`src/rtl/clock_cache_pkg.sv`:
```
// Shared types and helpers for the CLOCK-replacement line cache.
package clock_cache_pkg;

  typedef enum logic {IDLE, SWEEP} write_state_e;

  // Index of the lowest set bit; 0 when the vector is empty.
  function automatic int unsigned lowest_set(input logic [31:0] vec);
    int unsigned idx;
    idx = 0;
    for (int unsigned i = 32; i > 0; i--) begin
      if (vec[i-1]) idx = i - 1;
    end
    return idx;
  endfunction

  function automatic int unsigned ref_max(input int unsigned bits);
    return (32'd1 << bits) - 32'd1;
  endfunction

endpackage

```
`src/rtl/clock_cache_match.sv`:
```
// Combinational tag compare across all ways: hit flag, one-hot and binary way index.
module clock_cache_match #(
  parameter int unsigned ADDR_WIDTH = 8,
  parameter int unsigned K          = 4
) (
  input  logic [ADDR_WIDTH-1:0]   addr,
  input  logic [K*ADDR_WIDTH-1:0] tags,
  input  logic [K-1:0]            valid,
  output logic                    hit,
  output logic [K-1:0]            onehot,
  output logic [$clog2(K)-1:0]    idx
);

  localparam int unsigned IDX_W = $clog2(K);

  // Tags are unique, so OR-ing matching indices yields the single match.
  always_comb begin
    onehot = '0;
    idx    = '0;
    for (int unsigned w = 0; w < K; w++) begin
      if (valid[w] && tags[w*ADDR_WIDTH +: ADDR_WIDTH] == addr) begin
        onehot[w] = 1'b1;
        idx       = idx | IDX_W'(w);
      end
    end
    hit = |onehot;
  end

endmodule

```
`src/rtl/clock_cache_mp.sv`:
```
// Fully-associative multi-read-port line cache with CLOCK replacement and invalidate.
module clock_cache_mp
  import clock_cache_pkg::*;
#(
  parameter int unsigned ADDR_WIDTH = 8,
  parameter int unsigned LINE_WIDTH = 32,
  parameter int unsigned K          = 4,
  parameter int unsigned NUM_RD     = 2,
  parameter int unsigned REF_BITS   = 2
) (
  input  logic                         clock,
  input  logic                         reset,
  input  logic [NUM_RD-1:0]            rd_valid,
  input  logic [NUM_RD*ADDR_WIDTH-1:0] rd_addr,
  output logic [NUM_RD-1:0]            rd_hit,
  output logic [NUM_RD*LINE_WIDTH-1:0] rd_data,
  input  logic                         wr_valid,
  input  logic [ADDR_WIDTH-1:0]        wr_addr,
  input  logic [LINE_WIDTH-1:0]        wr_data,
  output logic                         wr_ready,
  output logic                         wr_done,
  output logic                         wr_was_hit,
  input  logic                         inv_valid,
  input  logic [ADDR_WIDTH-1:0]        inv_addr
);

  localparam int unsigned IDX_W = $clog2(K);
  localparam logic [REF_BITS-1:0] REF_MAX = REF_BITS'(ref_max(REF_BITS));

  logic [ADDR_WIDTH-1:0] tag_q  [K];
  logic [LINE_WIDTH-1:0] data_q [K];
  logic [REF_BITS-1:0]   ref_q  [K];
  logic [K-1:0]          valid_q;
  logic [IDX_W-1:0]      ptr_q, ptr_d;
  write_state_e          state_q, state_d;
  logic [ADDR_WIDTH-1:0] cap_addr_q;
  logic [LINE_WIDTH-1:0] cap_data_q;

  logic [K*ADDR_WIDTH-1:0] tags_flat;

  always_comb begin
    tags_flat = '0;
    for (int unsigned w = 0; w < K; w++) begin
      tags_flat[w*ADDR_WIDTH +: ADDR_WIDTH] = tag_q[w];
    end
  end

  logic             r_hit    [NUM_RD];
  logic [K-1:0]     r_onehot [NUM_RD];
  logic [IDX_W-1:0] r_idx    [NUM_RD];

  for (genvar p = 0; p < NUM_RD; p++) begin : g_rd_match
    clock_cache_match #(.ADDR_WIDTH(ADDR_WIDTH), .K(K)) u_match (
      .addr   (rd_addr[p*ADDR_WIDTH +: ADDR_WIDTH]),
      .tags   (tags_flat),
      .valid  (valid_q),
      .hit    (r_hit[p]),
      .onehot (r_onehot[p]),
      .idx    (r_idx[p])
    );
  end

  logic                  w_hit;
  logic [K-1:0]          w_onehot;
  logic [IDX_W-1:0]      w_idx;
  logic [ADDR_WIDTH-1:0] w_lookup;

  // While sweeping, the captured address is re-checked so a capture hit updates in place.
  assign w_lookup = (state_q == SWEEP) ? cap_addr_q : wr_addr;

  clock_cache_match #(.ADDR_WIDTH(ADDR_WIDTH), .K(K)) u_wr_match (
    .addr   (w_lookup),
    .tags   (tags_flat),
    .valid  (valid_q),
    .hit    (w_hit),
    .onehot (w_onehot),
    .idx    (w_idx)
  );

  logic             i_hit;
  logic [K-1:0]     i_onehot;
  logic [IDX_W-1:0] i_idx;

  clock_cache_match #(.ADDR_WIDTH(ADDR_WIDTH), .K(K)) u_inv_match (
    .addr   (inv_addr),
    .tags   (tags_flat),
    .valid  (valid_q),
    .hit    (i_hit),
    .onehot (i_onehot),
    .idx    (i_idx)
  );

  logic [31:0]     free_vec;
  logic [IDX_W-1:0] free_idx;
  logic             any_free;
  logic [K-1:0]     rd_ref_mask;

  always_comb begin
    free_vec          = '0;
    free_vec[K-1:0]   = ~valid_q;
    free_idx          = IDX_W'(lowest_set(free_vec));
    any_free          = ~&valid_q;
    rd_ref_mask       = '0;
    for (int unsigned p = 0; p < NUM_RD; p++) begin
      if (rd_valid[p]) rd_ref_mask = rd_ref_mask | r_onehot[p];
    end
  end

  logic                  wr_en;
  logic [IDX_W-1:0]      wr_way;
  logic [ADDR_WIDTH-1:0] wr_tag;
  logic [LINE_WIDTH-1:0] wr_line;
  logic                  dec_en;
  logic                  capture;
  logic                  done_d;
  logic                  was_hit_d;

  assign wr_ready = (state_q == IDLE);

  always_comb begin
    state_d   = state_q;
    ptr_d     = ptr_q;
    wr_en     = 1'b0;
    wr_way    = w_idx;
    wr_tag    = wr_addr;
    wr_line   = wr_data;
    dec_en    = 1'b0;
    capture   = 1'b0;
    done_d    = 1'b0;
    was_hit_d = 1'b0;
    case (state_q)
      IDLE: begin
        if (wr_valid) begin
          if (w_hit) begin
            wr_en     = 1'b1;
            done_d    = 1'b1;
            was_hit_d = 1'b1;
          end else if (any_free) begin
            wr_en  = 1'b1;
            wr_way = free_idx;
            done_d = 1'b1;
          end else begin
            capture = 1'b1;
            state_d = SWEEP;
          end
        end
      end
      SWEEP: begin
        wr_tag  = cap_addr_q;
        wr_line = cap_data_q;
        if (w_hit) begin
          wr_en     = 1'b1;
          done_d    = 1'b1;
          was_hit_d = 1'b1;
          state_d   = IDLE;
        end else if (ref_q[ptr_q] == '0) begin
          wr_en   = 1'b1;
          wr_way  = ptr_q;
          done_d  = 1'b1;
          ptr_d   = ptr_q + 1'b1;
          state_d = IDLE;
        end else begin
          dec_en = 1'b1;
          ptr_d  = ptr_q + 1'b1;
        end
      end
      default: state_d = IDLE;
    endcase
  end

  always_ff @(posedge clock) begin
    if (reset) begin
      state_q    <= IDLE;
      ptr_q      <= '0;
      valid_q    <= '0;
      rd_hit     <= '0;
      rd_data    <= '0;
      wr_done    <= 1'b0;
      wr_was_hit <= 1'b0;
      for (int unsigned w = 0; w < K; w++) ref_q[w] <= '0;
    end else begin
      state_q    <= state_d;
      ptr_q      <= ptr_d;
      wr_done    <= done_d;
      wr_was_hit <= was_hit_d;
      for (int unsigned p = 0; p < NUM_RD; p++) begin
        if (rd_valid[p] && r_hit[p]) begin
          rd_hit[p]                             <= 1'b1;
          rd_data[p*LINE_WIDTH +: LINE_WIDTH] <= data_q[r_idx[p]];
        end else begin
          rd_hit[p] <= 1'b0;
        end
      end
      // Later assignments win: sweep decrement beats a read hit on the way under ptr.
      for (int unsigned w = 0; w < K; w++) begin
        if (rd_ref_mask[w]) ref_q[w] <= REF_MAX;
      end
      if (dec_en) ref_q[ptr_q] <= ref_q[ptr_q] - 1'b1;
      if (wr_en)  ref_q[wr_way] <= REF_MAX;
      if (inv_valid && i_hit) valid_q[i_idx] <= 1'b0;
      if (wr_en) valid_q[wr_way] <= 1'b1;
    end
  end

  always_ff @(posedge clock) begin
    if (!reset && wr_en) begin
      tag_q[wr_way]  <= wr_tag;
      data_q[wr_way] <= wr_line;
    end
    if (!reset && capture) begin
      cap_addr_q <= wr_addr;
      cap_data_q <= wr_data;
    end
  end

endmodule

```
`config.mk`:
```
export PLATFORM = sky130hd
export DESIGN_NAME = clock_cache_mp
export DESIGN_NICKNAME = d
export VERILOG_FILES = /design/src/rtl/clock_cache_pkg.sv /design/src/rtl/clock_cache_match.sv /design/src/rtl/clock_cache_mp.sv
export SDC_FILE = /design/constraint.sdc
export NUM_CORES = 1
export LEC_CHECK = 0
export ABC_AREA = 1
export CORE_ASPECT_RATIO = 0.8
export CORE_MARGIN = 1
export CORE_UTILIZATION = 49
export CTS_CLUSTER_SIZE = 14
export DETAILED_ROUTE_END_ITERATION = 8
export PLACE_DENSITY = 0.7
export REMOVE_ABC_BUFFERS = 1
export SYNTH_ARGS = -nofsm -noshare
export SYNTH_HDL_FRONTEND = slang
export SYNTH_SLANG_ARGS = --single-unit
export TNS_END_PERCENT = 1
```
`constraint.sdc`:
```
create_clock -name clock -period 6.4 [get_ports clock]
set_clock_uncertainty 0.05 [all_clocks]
set_input_delay 1.6 -clock clock [delete_from_list [all_inputs] [get_ports clock]]
set_output_delay 1.6 -clock clock [all_outputs]
set_load 0.005 [all_outputs]
```
Word-level counts from Yosys, hierarchy flattened
Memory sizes are Yosys's and may differ from the RTL's. A register that Yosys moved wholly into a read port is not among the register bits.
Index checks and enable logic that the tools add are counted.
- add/subtract/negate cells: 2
- order comparisons: 4
- eq/ne operators: 16
- muxes and demuxes: 99
- bitwise logic cells: 11
- reduce and logical (&&, ||, !) cells: 32
- operator list (kind ; count):
    equality test 8 bit ; 16
    2-to-1 mux 1 bit ; 61
    2-to-1 mux 2 bit ; 25
    2-to-1 mux 32 bit ; 1
    logical AND 1 bit ; 23
    2-to-1 mux 4 bit ; 5
    OR reduction 4 bit ; 4
    2-to-1 mux 8 bit ; 1
    inverter 4 bit ; 2
    OR 4 bit ; 2
    less-than comparator 2 x 3 -> 1 bit (second input constant) ; 2
    case mux 1 bit (2 select lines) ; 3
    bitwise AND 4 bit ; 1
    demux 1 bit (select 2 bit) ; 2
    >= comparator 2 x 1 -> 1 bit (second input constant) ; 2
    OR 1 bit ; 4
    case mux 2 bit (2 select lines) ; 1
    AND reduction 4 bit ; 1
    adder 2 x 1 -> 2 bit (second input constant) ; 1
    logical NOT 2 bit ; 1
    inverter 1 bit ; 2
    AND reduction 2 bit ; 1
    OR reduction 2 bit ; 1
    subtractor 2 x 1 -> 2 bit (second input constant) ; 1
    logical NOT 1 bit ; 1
- register bits after elaboration: 51
- bits in writable memories: 168
- input bits: 70
- logic and storage cells: 175
- memories: 3
- memories (memory ; words ; bits a word ; rd ports ; clocked after Yosys merged registers in ; write ports ; line ; source):
    data_q ; 4 ; 32 ; 2 ; 2 ; 1 ; clock_cache_mp.sv:31 ; logic [LINE_WIDTH-1:0] data_q [K];
    tag_q ; 4 ; 8 ; 4 ; 0 ; 1 ; clock_cache_mp.sv:30 ; logic [ADDR_WIDTH-1:0] tag_q [K];
    ref_q ; 4 ; 2 ; 1 ; 1 ; 5 ; clock_cache_mp.sv:32 ; logic [REF_BITS-1:0] ref_q [K];

Depth between registers and ports, before layout
Gate-level depths: netlist of run 1.
- word-level depth: 16
- depth in mapped cells: 18
- depth with buffers taken out: 18

Modules after synthesis
A second synthesis of run 1 with hierarchy kept.
- cells, all modules: 1859
- area, all modules: 14780.4 um^2
- by module, submodules not included (module ; instances ; cells an instance ; area an instance (um^2) ; seq. area each (um^2)):
    clock_cache_mp ; 1 ; 1239 ; 12147.9 ; 7787.5
    clock_cache_match ; 4 ; 155 ; 658.1 ; 0.0

Worst setup path after synthesis of run 1
No wires, ideal clock.
- kind: input -> register
- start: input wr_addr[5]
- end: register cap_addr_q[0] (enable)
- arrival time: 5.170 ns
- data required time: 5.861 ns
- path slack: 0.691 ns
- stages: 10
- cell sequence: nand2_2 -> nand2_1 -> nand2_1 -> nand2_1 -> inv_1 -> nand3_1 -> nor2_1 -> nor2_2 -> nand2_1 -> nor3_1
- cells in the longest elaborated chain, start to end: 9
- elaborated cells on any way between the ends: 18
- those cells by class: eq/ne (4); mux (8); reduce/logical (6)
- RTL lines (what ; line ; source):
    from (decl) ; clock_cache_mp.sv:18 ; input logic [ADDR_WIDTH-1:0] wr_addr,
    2-to-1 mux 8 bit (*) ; clock_cache_mp.sv:69 ; assign w_lookup = (state_q == SWEEP) ? cap_addr_q : wr_addr;
    via u_wr_match.addr[5] ; clock_cache_match.sv:6 ; input logic [ADDR_WIDTH-1:0] addr,
    equality test 8 bit ; clock_cache_match.sv:21 ; if (valid[w] && tags[w*ADDR_WIDTH +: ADDR_WIDTH] == addr) begin
    logical AND 1 bit ; clock_cache_match.sv:21 ;
    2-to-1 mux 1 bit ; clock_cache_match.sv:21 ;
    OR reduction 4 bit (*) ; clock_cache_match.sv:26 ; hit = |onehot;
    2-to-1 mux 1 bit (*) ; clock_cache_mp.sv:134 ; if (w_hit) begin
    2-to-1 mux 1 bit (*) ; clock_cache_mp.sv:133 ; if (wr_valid) begin
    2-to-1 mux 1 bit (*) ; clock_cache_mp.sv:131 ; case (state_q)
    logical AND 1 bit (*) ; clock_cache_mp.sv:210 ; if (!reset && capture) begin
    to (signal assigned) ; clock_cache_mp.sv:211 ; cap_addr_q <= wr_addr;
    to (decl) ; clock_cache_mp.sv:36 ; logic [ADDR_WIDTH-1:0] cap_addr_q;
Mark *: on every way through the listed nets, which the timed path passes. The rest lies on a longest branch.
A chain may end at the register's enable or synchronous reset.

Final worst setup path of run 1
- start: input rd_addr[7]
- end: register rd_data[18], read port of data_q
- cells in the longest elaborated chain, start to end: 5
- elaborated cells on any way between the ends: 17
- those cells by class: eq/ne (4); mux (7); reduce/logical (6)
- RTL lines (what ; line ; source):
    from (decl) ; clock_cache_mp.sv:14 ; input logic [NUM_RD*ADDR_WIDTH-1:0] rd_addr,
    equality test 8 bit ; clock_cache_match.sv:21 ;
    logical AND 1 bit ; clock_cache_match.sv:21 ;
    2-to-1 mux 1 bit ; clock_cache_match.sv:21 ;
    2-to-1 mux 2 bit / OR reduction 4 bit (equally long branches) ; clock_cache_match.sv:21, clock_cache_match.sv:26 ;
    2-to-1 mux 2 bit / logical AND 1 bit (equally long branches) ; clock_cache_match.sv:21, clock_cache_mp.sv:187 ;
    to (decl) ; clock_cache_mp.sv:16 ; output logic [NUM_RD*LINE_WIDTH-1:0] rd_data,
Several ways; a longest one is shown, not always the timed one.

==> run metrics, run 1 <==
outcome finished, final reports clean; setup_tns 0 ns; list of most frequent post-synthesis cells nand2_1, o21ai_0, edfxtp_1; largest cells by area after synthesis edfxtp_1, dfxtp_1, nand2_1; Crit Path Category primary input to flip-flop; post-CTS setup repair buffer count 0; Power Internal 0.002994 W; Yosys warning total 0; num ports 139; Pre-Repair DR Iteration Count 6; sequence of cells on the critical path clkdlybuf4s50_1, inv_1, nand2_1, nand4_1, nor4_1, nand2_1, nand2_4, buf_4, a21oi_1, o21ai_0, a31oi_1; DR WL/cell 21.25 µm; Tightest Hold Check Type flip-flop to flip-flop; DR iter-0 viols 1341; Crit-path slowest cell clkdlybuf4s50_1; fin crit period 4.748 ns; Skew-Pair Late Insertion Delay 0.56 ns; switching share of power 0.2242; Core Rows 54; vias in the first global route 11070; top-area cell type share of the netlist area 0.4563; pre-CTS setup slack 1.264 ns; EDFF count, synth 208; share of cells above drive strength 1 0.05980; Max H-tree Level 1; first-pass GRT wire length 65160 µm; chip height 151.5 µm; diode count 0; asr flop ratio synth 0; total number of vias 11921; clock sink total 285; PD cells 235.6 nW/µm²; largest net degree at the start of global routing 87; Root Buffer clkbuf_16; initial antenna violation count 0; Critical Path Source Type primary input; Max Freq 210.6 MHz; Starting Density 0.5002; die width 188.9 µm; max_cap viols 0; Final Non-Filler Cells 2053; sequential share of power 0.524; most used cell along the critical path nand2_1; Syn Area/Cell 8.803 µm²; Worst-path clk slew 0.06 ns; unrepaired setup endpoints after global routing no; final worst setup slack 1.652 ns; final WL 43630 µm; Worst setup EP type flip-flop; die area 28610 µm²; leakage 6.275 nW; Combinational Power Share 0.061; clock buffer depth 3; fill count 2347; most common cell in the netlist nand2_1; VDD IR-drop max 0.0002112 V; Data arrival, critical path 5.11 ns; nets 1739; post-synthesis sequential area ratio 0.5689; Post-CTS Resized 0; Congestion Overflow GR 0; Cells after Synth 1555; Primary FF master, synth edfxtp_1; post-route ant nets 0; Psw 0.0008652 W; P&R area growth vs syn 19.64%; HPWL reported at the end of detailed placement 29380 µm; Residual DRC 0; setup violators final 0; Placed Cells 2002; Clk pwr share 0.414; CP max FO 64; core box area 27360 µm²; Synth cell types 40; Yosys reg bits 285; fin. max-slew vios 0; CTS Hold Buffers Added 0; Worst Tran Pin Value 0.8633 ns; CTS buffer count 28; CTS tree built; Port Buffers 138; CP required 6.76 ns; global-route usage over all layers 0.3046; GP Congestion 1.073; CP max stage delay 0.60 ns; hold violation count in the final report 0; mapped cell area 13690 µm²; post-synthesis cell type with the largest combined area edfxtp_1; Slew headroom 0.4245; crit share post-route 0.7418; via/cell ratio 5.807
[power by group through the flow]
stage / Combinational, W / Clock [W] / Sequential, W
after floorplan: 0.000114 / 0 / 0.00206
after global placement: 0.000230 / 0 / 0.00206
after detailed placement: 0.000231 / 0 / 0.00206
after CTS: 0.000232 / 0.00161 / 0.00202
after global routing: 0.000257 / 0.00168 / 0.00202
final: 0.000237 / 0.00160 / 0.00202
[flip-flops by register name, indices dropped and copies added, names as in the netlist, 4 cells and up, named ones only]
| register | flops |
|---|---|
| rd_data | 64 |
| ref_q | 8 |
| valid_q | 4 |
| data_q | 128 |
| cap_data_q | 32 |
| cap_addr_q | 8 |
| tag_q | 32 |
[path summary, 6_finish.rpt]
path                       startpoint                        to  slack [ns]  cells after the start
min reg2reg  rd_data[63]$_SDFFE_PP0P_  rd_data[63]$_SDFFE_PP0P_        0.48                      2
min          rd_data[63]$_SDFFE_PP0P_  rd_data[63]$_SDFFE_PP0P_        0.48                      2
max                        rd_addr[7]  rd_data[18]$_SDFFE_PP0P_        1.65                     11
max reg2reg        state_q$_SDFF_PP0_    data_q[0][7]$_DFFE_PP_        2.11                     13
[metrics by stage]
step,utilization,power [W],hold WS [ns],instance area (µm²)
after CTS,0.5985,0.003867,0.4838,16380
final,0.5985,0.003859,0.4780,16380
after global routing,0.5985,0.003960,0.5092,16380
after detailed placement,0.5660,0.002293,0.4653,15490
after global placement,0.5660,0.002292,0.4579,15490
after floorplan,-,0.002170,0.4538,13400
[placed cells by master, fill, tap and decap left out, types with 3 or more instances in the layout]
cell type / Yosys / layout
buf_4: 1 / 17
o21ai_1: 6 / 6
clkbuf_8: 0 / 4
clkinv_1: 2 / 3
o2111ai_1: 4 / 4
inv_1: 130 / 129
clkbuf_16: 0 / 30
a31oi_1: 33 / 33
nand2_2: 20 / 22
buf_12: 0 / 3
dfxtp_1: 77 / 76
a211oi_1: 3 / 3
xor2_1: 27 / 27
clkdlybuf4s50_1: 0 / 138
nor3_1: 13 / 12
nor2_4: 1 / 5
clkbuf_1: 56 / 7
edfxtp_1: 208 / 208
o211ai_1: 20 / 20
nand2_1: 300 / 297
o21ai_0: 217 / 217
nand3b_1: 4 / 4
nor4_1: 15 / 15
xnor2_1: 5 / 5
nand4_1: 24 / 24
a21oi_1: 82 / 81
inv_2: 2 / 4
nand3_1: 53 / 53
clkinv_2: 0 / 5
o22ai_1: 25 / 25
nor2_1: 193 / 189
[per-layer routing]
metal / track usage / vias to the layer above / share of wire
met1: 0.4445 / 5635 / 0.44
met2: 0.4335 / 614 / 0.42
met3: 0.08913 / 79 / 0.11
met4: 0.09274 / 2 / 0.028
li1: - / 5591 / -
met5: 0.02273 / - / 0.0020
[cell type report]
class                           count  area [µm²]  area share
Sequential cell                   285        7789      0.4756
Multi-Input combinational cell   1061        5171      0.3158
Timing Repair Buffer              158        1569     0.09581
Clock buffer                       41       832.0     0.05081
Inverter                          134       503.0     0.03071
Tap cell                          364       455.4     0.02781
Clock inverter                     10       57.56    0.003514
[kinds of logic (layout without fill, tap and decap cells)]
logic type | after synthesis | in the layout | synth area share
buffers and inverters | 209 | 343 | 0.05814
AND/OR/NAND/NOR | 631 | 631 | 0.1938
flip-flops | 285 | 285 | 0.5689
adder cells (fa/ha/maj) | 1 | 1 | 0.0009139
XOR/XNOR | 32 | 32 | 0.02048
AO/OA/AOI/OAI | 397 | 397 | 0.1578
[worst max-delay path: cells and delay by family]
family                 cells  cell delay, ns
AO/OA/AOI/OAI              3            0.41
buffers and inverters      3            1.32
AND/OR/NAND/NOR            5            1.76
Note: power is estimated with default switching activity, not from simulation.
==> inputs of run 2 (changes only) <==
- PLACE_DENSITY: 0.7 -> 0.73
- clock period: 6.4 -> 3.9 ns (I/O delays scaled with it)
==> run 2 against run 1 <==
  * Via count rose by 0.72%
  * Final area rose by 2.8%
  * Routed wire length fell by 3.5%
  * Count of clock-buffer cells in the layout fell by 1
  * Register-to-register slack got worse by 1.8 ns
  * Cell count rose by 1.8%
  * Global-route usage fell by 1.3 points
  * Flip-flop and latch count did not move
  * Clock power rose by 77%
==> run metrics, run 2 (synthesized netlist as in run 1, its figures left out) <==
outcome finished, final reports clean (unchanged); CP required 4.08 ns (was 6.76 ns); Root Buffer clkbuf_16 (unchanged); hold violation count in the final report 0 (unchanged); Starting Density 0.5002 (unchanged); largest net degree at the start of global routing 87 (unchanged); Post-CTS Resized 0 (unchanged); fill count 2291 (was 2347); final WL 42090 µm (was 43630 µm); Worst Tran Pin Value 0.7344 ns (was 0.8633 ns); Congestion Overflow GR 0 (unchanged); HPWL reported at the end of detailed placement 29630 µm (was 29380 µm); Max Freq 275.5 MHz; fin. max-slew vios 0 (unchanged); CTS Hold Buffers Added 0 (unchanged); most used cell along the critical path nand2_1 (unchanged); worst hold slack 0.4735 ns (was 0.4780 ns); CTS buffer count 28 (unchanged); total number of vias 12007 (was 11921); Port Buffers 138 (unchanged); Max H-tree Level 1 (unchanged); max reg flops 128 (unchanged); leakage 6.526 nW (was 6.275 nW); CP max FO 31 (was 64); Pre-Repair DR Iteration Count 5 (was 6); post-CTS setup repair buffer count 0 (unchanged); via/cell ratio 5.748 (was 5.807); Critical Path Source Type flip-flop (was primary input); Final Util 0.6152 (was 0.5985); Data arrival, critical path 3.81 ns (was 5.11 ns); Slew headroom 0.5059 (was 0.4245); Worst-path clk slew 0.06 ns (about the same); initial antenna violation count 0 (unchanged); crit-path leading delay family simple AND/OR/NAND/NOR gates (unchanged); VDD IR-drop max 0.0003399 V (was 0.0002112 V); Crit-path slowest cell dfxtp_2 (was clkdlybuf4s50_1); CTS tree built (unchanged); num ports 139 (unchanged); PD cells 390.2 nW/µm² (was 235.6 nW/µm²); share of cells above drive strength 1 0.08116 (was 0.05980); clock sink total 285 (unchanged); chip height 151.5 µm (unchanged); DR WL/cell 20.15 µm (was 21.25 µm); die width 188.9 µm (unchanged); Largest Register data_q (unchanged); vias in the first global route 10933 (was 11070); CP bufs+invs 2 (was 3); clock buffer depth 3 (unchanged); fin crit period 3.629 ns; DR iter-0 viols 1408 (was 1341); diode count 0 (unchanged); core box area 27360 µm² (unchanged); post-route ant nets 0 (unchanged); unrepaired setup endpoints after global routing no (unchanged); Skew-Pair Late Insertion Delay 0.55 ns (was 0.56 ns); crit share post-route 0.9306; commonest non-fill, non-tap cell in the layout nand2_1 (unchanged); CP max stage delay 0.68 ns (was 0.60 ns); setup violators final 0 (unchanged); Largest regs data_q x128, rd_data x64 (unchanged); nets 1774 (was 1739); Seq. cell area 7789 µm² (unchanged); P&R area growth vs syn 22.99% (was 19.64%); most frequent cells in the layout nand2_1, o21ai_0, edfxtp_1 (unchanged); Core Rows 54 (unchanged); sequence of cells on the critical path buf_12, nand2_1, nand2_2, xor2_1, nand3_1, nor2_1, nor2_2, nand3_2, nand3_1, nand2_1, nand2_1, nor2_4, buf_12 (was clkdlybuf4s50_1, inv_1, nand2_1, nand4_1, nor4_1, nand2_1, nand2_4, buf_4, a21oi_1, o21ai_0, a31oi_1); multi-input logic area 5171 µm² (unchanged); Worst setup EP type flip-flop (unchanged); first-pass GRT wire length 63110 µm (was 65160 µm); GP Congestion 1.048 (was 1.073); global-route usage over all layers 0.2920 (was 0.3046); Tightest Hold Check Type flip-flop to flip-flop (unchanged); max_cap viols 0 (unchanged); Crit Path Category flip-flop to flip-flop (was primary input to flip-flop); Residual DRC 0 (unchanged); die area 28610 µm² (unchanged)
run 2: changes by cell type in the layout (fill, tap and decap cells not counted):
| cell | delta |
|---|---|
| clkbuf_16 | -1 |
| clkinvlp_4 | -1 |
| clkinv_4 | -1 |
| clkbuf_1 | -2 |
| bufinv_16 | +3 |
| clkbuf_8 | +2 |
| buf_4 | +26 |
| clkinv_1 | -1 |
| inv_6 | +2 |
| buf_12 | +9 |
run 2: metal layers:
layer / vias to the layer above / track usage / part of all wire
met5: - / 0 / 0
met4: 0 / 0.07621 / 0.020
met3: 67 / 0.08153 / 0.12
met2: 617 / 0.4263 / 0.42
met1: 5651 / 0.4261 / 0.44
li1: 5672 / - / -
run 2: layout make-up:
class / instances / share of cell area
Clock inverter: 12 / 0.008621
Clock buffer: 40 / 0.04913
Multi-Input combinational cell: 1061 / 0.3072
Tap cell: 364 / 0.02705
Timing Repair Buffer: 193 / 0.1155
Inverter: 134 / 0.02988
Sequential cell: 285 / 0.4627
run 2: final timing paths:
kind	startpoint	to	slack (ns)	depth (start not counted)
worst max-delay path	state_q$_SDFF_PP0_	data_q[0][8]$_DFFE_PP_	0.27	13
worst min-delay path	rd_data[46]$_SDFFE_PP0P_	rd_data[46]$_SDFFE_PP0P_	0.47	2
worst max register to register	state_q$_SDFF_PP0_	data_q[0][8]$_DFFE_PP_	0.27	13
worst min register to register	rd_data[46]$_SDFFE_PP0P_	rd_data[46]$_SDFFE_PP0P_	0.47	2
run 2: stage by stage:
stage / setup WS (ns) / power (W) / TNS [ns] / cell area [µm²] / instances
after floorplan: -2.050 / 0.003560 / -346.15 / 13400 / 1480
after global routing: 0.01843 / 0.006747 / 0 / 16830 / 2089
after global placement: 0.02571 / 0.003776 / 0 / 15860 / 2037
final: 0.2707 / 0.006568 / 0 / 16830 / 2089
after detailed placement: -0.03084 / 0.003778 / -0.7171 / 15860 / 2037
after CTS: 0.3546 / 0.006585 / 0 / 16830 / 2089
run 2: power by group:
group | switching (W) | internal (W) | total, W
sequential | 0.0000281 | 0.00329 | 0.00332
combinational | 0.000249 | 0.000160 | 0.000410
clock | 0.00117 | 0.00168 | 0.00284
run 2: worst min-delay path: cells and delay by family (launching register included):
kind | cells | cell delay (ns)
and+or+nand+nor | 1 | 0.09
AOI/OAI and AO/OA | 1 | 0.08
DFF | 1 | 0.32
